### src/rtl/wb_regfile.sv
// wb_regfile: write-back select plus 32x32 architectural register file with
// write-through read bypass, last-commit status and retire counter.
`default_nettype none

module wb_regfile #(
  parameter int DATA_W   = 32,
  parameter int NREG     = 32,
  parameter int LINK_REG = 31,
  parameter int LINK_OFS = 4
) (
  input  logic              clk,
  input  logic              reset,
  input  logic              wb_RegWrite,
  input  logic              wb_Jal,
  input  logic              wb_RegDST,
  input  logic              wb_MemtoReg,
  input  logic [DATA_W-1:0] wb_ReadData,
  input  logic [DATA_W-1:0] wb_ALUResult,
  input  logic [4:0]        wb_rt_addr,
  input  logic [4:0]        wb_rd_addr,
  input  logic [DATA_W-1:0] wb_pc,
  input  logic [4:0]        rs_addr,
  input  logic [4:0]        rt_addr,
  output logic [DATA_W-1:0] rs_data,
  output logic [DATA_W-1:0] rt_data,
  output logic              wr_en,
  output logic [4:0]        wr_addr,
  output logic [DATA_W-1:0] wr_data,
  output logic [31:0]       retire_cnt
);

  logic [DATA_W-1:0] regs [NREG];
  logic [4:0]        dest;
  logic [DATA_W-1:0] data;
  logic              eff_we;

  always_comb begin
    dest = wb_Jal ? 5'(LINK_REG) : (wb_RegDST ? wb_rd_addr : wb_rt_addr);
    if (wb_Jal)
      data = wb_pc + DATA_W'(LINK_OFS);
    else
      data = wb_MemtoReg ? wb_ReadData : wb_ALUResult;
    eff_we = wb_RegWrite & (dest != 5'd0);
  end

  // Bypass lets ID see a value committing at this very edge.
  always_comb begin
    rs_data = '0;
    rt_data = '0;
    if (rs_addr != 5'd0)
      rs_data = (eff_we && rs_addr == dest) ? data : regs[rs_addr];
    if (rt_addr != 5'd0)
      rt_data = (eff_we && rt_addr == dest) ? data : regs[rt_addr];
  end

  always_ff @(posedge clk) begin
    if (!reset) begin
      for (int i = 0; i < NREG; i++)
        regs[i] <= '0;
      wr_en      <= 1'b0;
      wr_addr    <= '0;
      wr_data    <= '0;
      retire_cnt <= '0;
    end else begin
      wr_en <= eff_we;
      if (eff_we) begin
        regs[dest] <= data;
        wr_addr    <= dest;
        wr_data    <= data;
        retire_cnt <= retire_cnt + 32'd1;
      end
    end
  end

endmodule

`default_nettype wire
### config.mk
export PLATFORM = sky130hd
export DESIGN_NAME = wb_regfile
export DESIGN_NICKNAME = d
export VERILOG_FILES = /design/src/rtl/wb_regfile.sv
export SDC_FILE = /design/constraint.sdc
export NUM_CORES = 2
export LEC_CHECK = 0
export BUFFER_PORTS_ARGS = -buffer_cell sky130_fd_sc_hd__buf_2
export CAP_MARGIN = 20
export CORE_ASPECT_RATIO = 1.2
export CORE_MARGIN = 5
export CORE_UTILIZATION = 42
export CTS_BUF_LIST = sky130_fd_sc_hd__clkbuf_8
export DETAILED_ROUTE_END_ITERATION = 6
export PLACE_DENSITY = 0.58
export SYNTH_ARGS = -nofsm -noshare
export SYNTH_HDL_FRONTEND = slang
export SYNTH_SLANG_ARGS = --single-unit
### constraint.sdc
create_clock -name clk -period 3.3 [get_ports clk]
set_clock_uncertainty 0.05 [all_clocks]
set_input_delay 0.495 -clock clk [delete_from_list [all_inputs] [get_ports clk]]
set_output_delay 0.495 -clock clk [all_outputs]
set_load 0.005 [all_outputs]
# == Word-level counts from Yosys, hierarchy flattened ==
# Memory sizes are Yosys's and may differ from the RTL's.
# Index checks and enable logic that the tools add are counted.
# word_totals
out_inout_bits,134
register_bits,70
wordCells,31
mem_bits_rw,1024
n_memories,1
# mem_list
name,words,word_bits,read_ports,rd_ports_with_merged_regs,write_ports,line,source
regs,32,32,2,0,32,32,logic [DATA_W-1:0] regs [NREG];
# classes
add_sub_neg,2
bitwise,1
reduce_logical,6
mux,15
n_eq_ne,2
# ops
cell,count
$mux 32,7
$add 32x1->32 const B,1
$add 32x3->32 const B,1
$reduce_or 32->1,1
$mux 5,3
$reduce_bool 5->1,3
$eq 5x5->1,2
$mux 1,5
$logic_and 1x1->1,2
$and 1x1->1,1

# == Logic depth before layout (Yosys ltp) ==
# logic_depth
ltp_word,9
mapped_depth,11
ltp_nobuf,7

# == Least setup slack after synthesis ==
# OpenSTA, ideal clock, no wires.
# synth_timing
path_type,input-to-reg
from,input port wb_Jal
to,"memory regs[20][0], enable pin"
path_stages,9
required_ns,2.772
t_arrival_ns,2.695
setup_slack_ns,0.077
path_cell_list,inv_2 -> clkbuf_1 -> buf_2 -> nand2_1 -> nor2_1 -> nor3_2 -> nand4_1 -> clkbuf_1 -> nand2_1
# synth_lines
item,line,source
start: declaration,14,"input logic wb_Jal,"
end: declaration,32,

==> metrics.yaml <==
status: "finished with violations"
violations: "setup timing"
area.growth.synth_to_final_pct: 25.61
dp.cells: 6832
r2r_cells: 5
fin_util_pct: 53.07
clkLatencyLatePin_ps: 920
switching_share_pct: 29.04
clkSinkCount: 1094
via_per_inst: 6.555
h-tree-depth: 4
hold_viol: 0
combinationalPowerShare_pct: 18.5
min_path_type: "primary input to flip-flop"
p_switching_mw: 10.13
initial_core_util_pct: 42.25
ir_drop_uv: 299.1
r2r_slack_ps: 860
hold_start: "wb_pc[24]"
cellLeakagePower_nw: 27.07
globalRouteTotalUtil_pct: 34.83
setup_viol: 25
worstPathRequired_ps: 2750
grt_overflow_total: 0
fin_cells: 7215
seqPwrFrac_pct: 46.9
core_area_mm2: 0.1357
final_cell_mix: "1073 x nor2_1, 1024 x edfxtp_1, 479 x buf_4"
drc: 0
cts_root_buf: "clkbuf_8"
antenna_found_initial: 18
ioPinCount: 256
grt_pass1_vias: 46540
avgSynthCellArea_um2: 12.63
cts_tree: "built"
r2r-start: "retire_cnt[9]"
netlist-cell-type-count: 76
io_buffer_count: 255
slew_viol_final: 0
grt_max_degree: 66
tightest_slew_ps: 858.7
critPathMaxFanout: 2
max_freq_mhz: 276.2
finalWorstSetupSlack_ps: -321.1
period_needed_ps: 3621
die_w_um: 347.3
cts_max_path_buffers: 3
fin_crit_sh_pct: 109.7
grt_pass1_wl_mm: 353.8
pwr-share-clk_pct: 34.6
startpoint: "regs[24][22]"
dpl.hpwl_mm: 179.7
synth-seq-cells: 1094
relSlewSlack_pct: 42.31
layout_commonest_cell: "nor2_1"
startpoint_type: "flip-flop"
fin_nets: 5365
synthesis.area_mm2: 0.05734
dieArea_mm2: 0.1441
power_density_mw_per_mm2: 484.3
synth-main-ff-cell: "edfxtp_1"
drt-total-wl_mm: 257.4
ys_seq_area_share_pct: 56.07
clkTransAtPathRegs_ps: 60
endpoint_kind: "output port"
ys_warn_count: 0
cp_data_arrival_time_ps: 3080
numCtsBuffers: 180
min_path_cells: 5
synthArstFlopShare_pct: 0
rows: 148
wl_per_cell_um: 35.68
fin_total_pwr_mw: 34.88
drt_iter0_drc: 6981
drt_pre_antenna_iters: 6
synth_edf_count: 1024
gp_congestion: 0.9748
drtAntennaViolNets: 0
syn_inst: 4541
rsz0062_at_grt: "true"
die_h_um: 414.8
fin_tns_setup_ps: -3277
timing.hold.ws_ps: 214.6
drv_cap: 0
intPower_mw: 24.75
path_class: "flip-flop to output port"
route.vias.total: 47290
drive_gt1_share_pct: 34.56
[path summary, 6_finish.rpt]
check                                      end
worst max-delay path               rs_data[22]
worst min-delay path               wr_data[24]
worst max register to register  retire_cnt[31]
worst min register to register      wr_data[4]
[per-layer routing]
| layer | track usage [%] | up-vias | wire length [um] |
|---|---|---|---|
| met5 | 0 | - | 13 |
| met3 | 9.986 | 1049 | 34400 |
| li1 | - | 18670 | - |
| met1 | 41.50 | 23550 | 83710 |
| met4 | 24.77 | 2 | 22920 |
| met2 | 54.31 | 4025 | 116400 |
[worst max-delay path, stage by stage (launching register included)]
cell and delay [ps]:
edfxtp_1 410, mux4_2 520, mux4_2 570, a211oi_2 280, buf_4 190, a211oi_4 50
buf_2 160
[layout make-up]
class / instances / area, um2
Fill cell: 11490 / 63710
Timing Repair Buffer: 932 / 8912
Antenna cell: 19 / 47.55
Sequential cell: 1094 / 32150
Clock inverter: 146 / 902.1
Inverter: 18 / 75.07
Clock buffer: 191 / 2629
Multi-Input combinational cell: 3015 / 25060
Tap cell: 1800 / 2252
[cells in the mapped netlist, drive strengths merged, types with 16 or more instances]
| cell | number | area, um2 |
|---|---|---|
| and2 | 16 | 100.1 |
| nand2b | 32 | 215.2 |
| mux2 | 30 | 337.8 |
| a211oi | 45 | 342.8 |
| o21ai | 39 | 195.2 |
| nor2 | 1088 | 4086 |
| buf | 176 | 1025 |
| mux4 | 356 | 8018 |
| xor2 | 18 | 157.7 |
| nand3 | 98 | 495.5 |
| a22oi | 98 | 735.7 |
| nor2b | 20 | 125.1 |
| o21a | 17 | 127.6 |
| nand4 | 47 | 309.0 |
| edfxtp | 1024 | 30750 |
| nor3 | 62 | 330.3 |
| dfxtp | 70 | 1401 |
| clkbuf | 269 | 1012 |
| o22ai | 146 | 913.4 |
| or4 | 25 | 187.7 |
| inv | 17 | 63.81 |
| nor4 | 27 | 183.9 |
| nand2 | 188 | 705.7 |
| mux2i | 365 | 3654 |
| a21oi | 101 | 520.5 |
| or3 | 25 | 156.4 |
[through the flow]
| step | area (um2) | worst slack, ps |
|---|---|---|
| after floorplan | 57460 | 77.14 |
| after global placement | 66520 | -969.4 |
| after detailed placement | 66520 | -698.9 |
| after CTS | 71010 | -335.9 |
| after global routing | 72000 | -396.6 |
| final | 72030 | -321.1 |
[timing repair]
| item | 4_1_cts | 5_1_grt |
|---|---|---|
| gates resized for setup | 149 | 161 |
| cloned | 2 | 1 |
| hold buffers | 2 | 0 |
| pin swaps | 38 | 69 |
| endpoints found under the hold margin | 2 | 0 |
| endpoints found under the setup margin | 58 | 57 |
| buffers inserted | 18 | 21 |
[registers in the layout (all words and copies together) (netlist names)]
| signal | cells |
|---|---|
| wr_addr | 5 |
| wr_en | 1 |
| regs | 1024 |
| wr_data | 32 |
| retire_cnt | 32 |
[cells by family after synthesis]
logic type               Yosys count  share of synthesized area (%)
AND/OR/NAND/NOR                 1654                          12.37
XOR/XNOR                          32                         0.4888
adder cells (fa/ha/maj)            2                        0.04363
other                              1                       0.006540
multiplexers                     751                          20.94
AO/OA/AOI/OAI                    544                          6.411
flip-flops                      1094                          56.07
buffers and inverters            463                          3.670
[power groups by stage]
stage / Combinational, mW / Clock [mW] / Sequential (mW)
finish: 6.45 / 12.1 / 16.4
global route: 6.57 / 12.8 / 16.4
floorplan: 2.84 / 0 / 16.5
global placement: 5.83 / 0 / 16.6
detailed placement: 5.85 / 0 / 16.6
CTS: 6.07 / 12.1 / 16.3
Power figures use the tool's default switching activity.
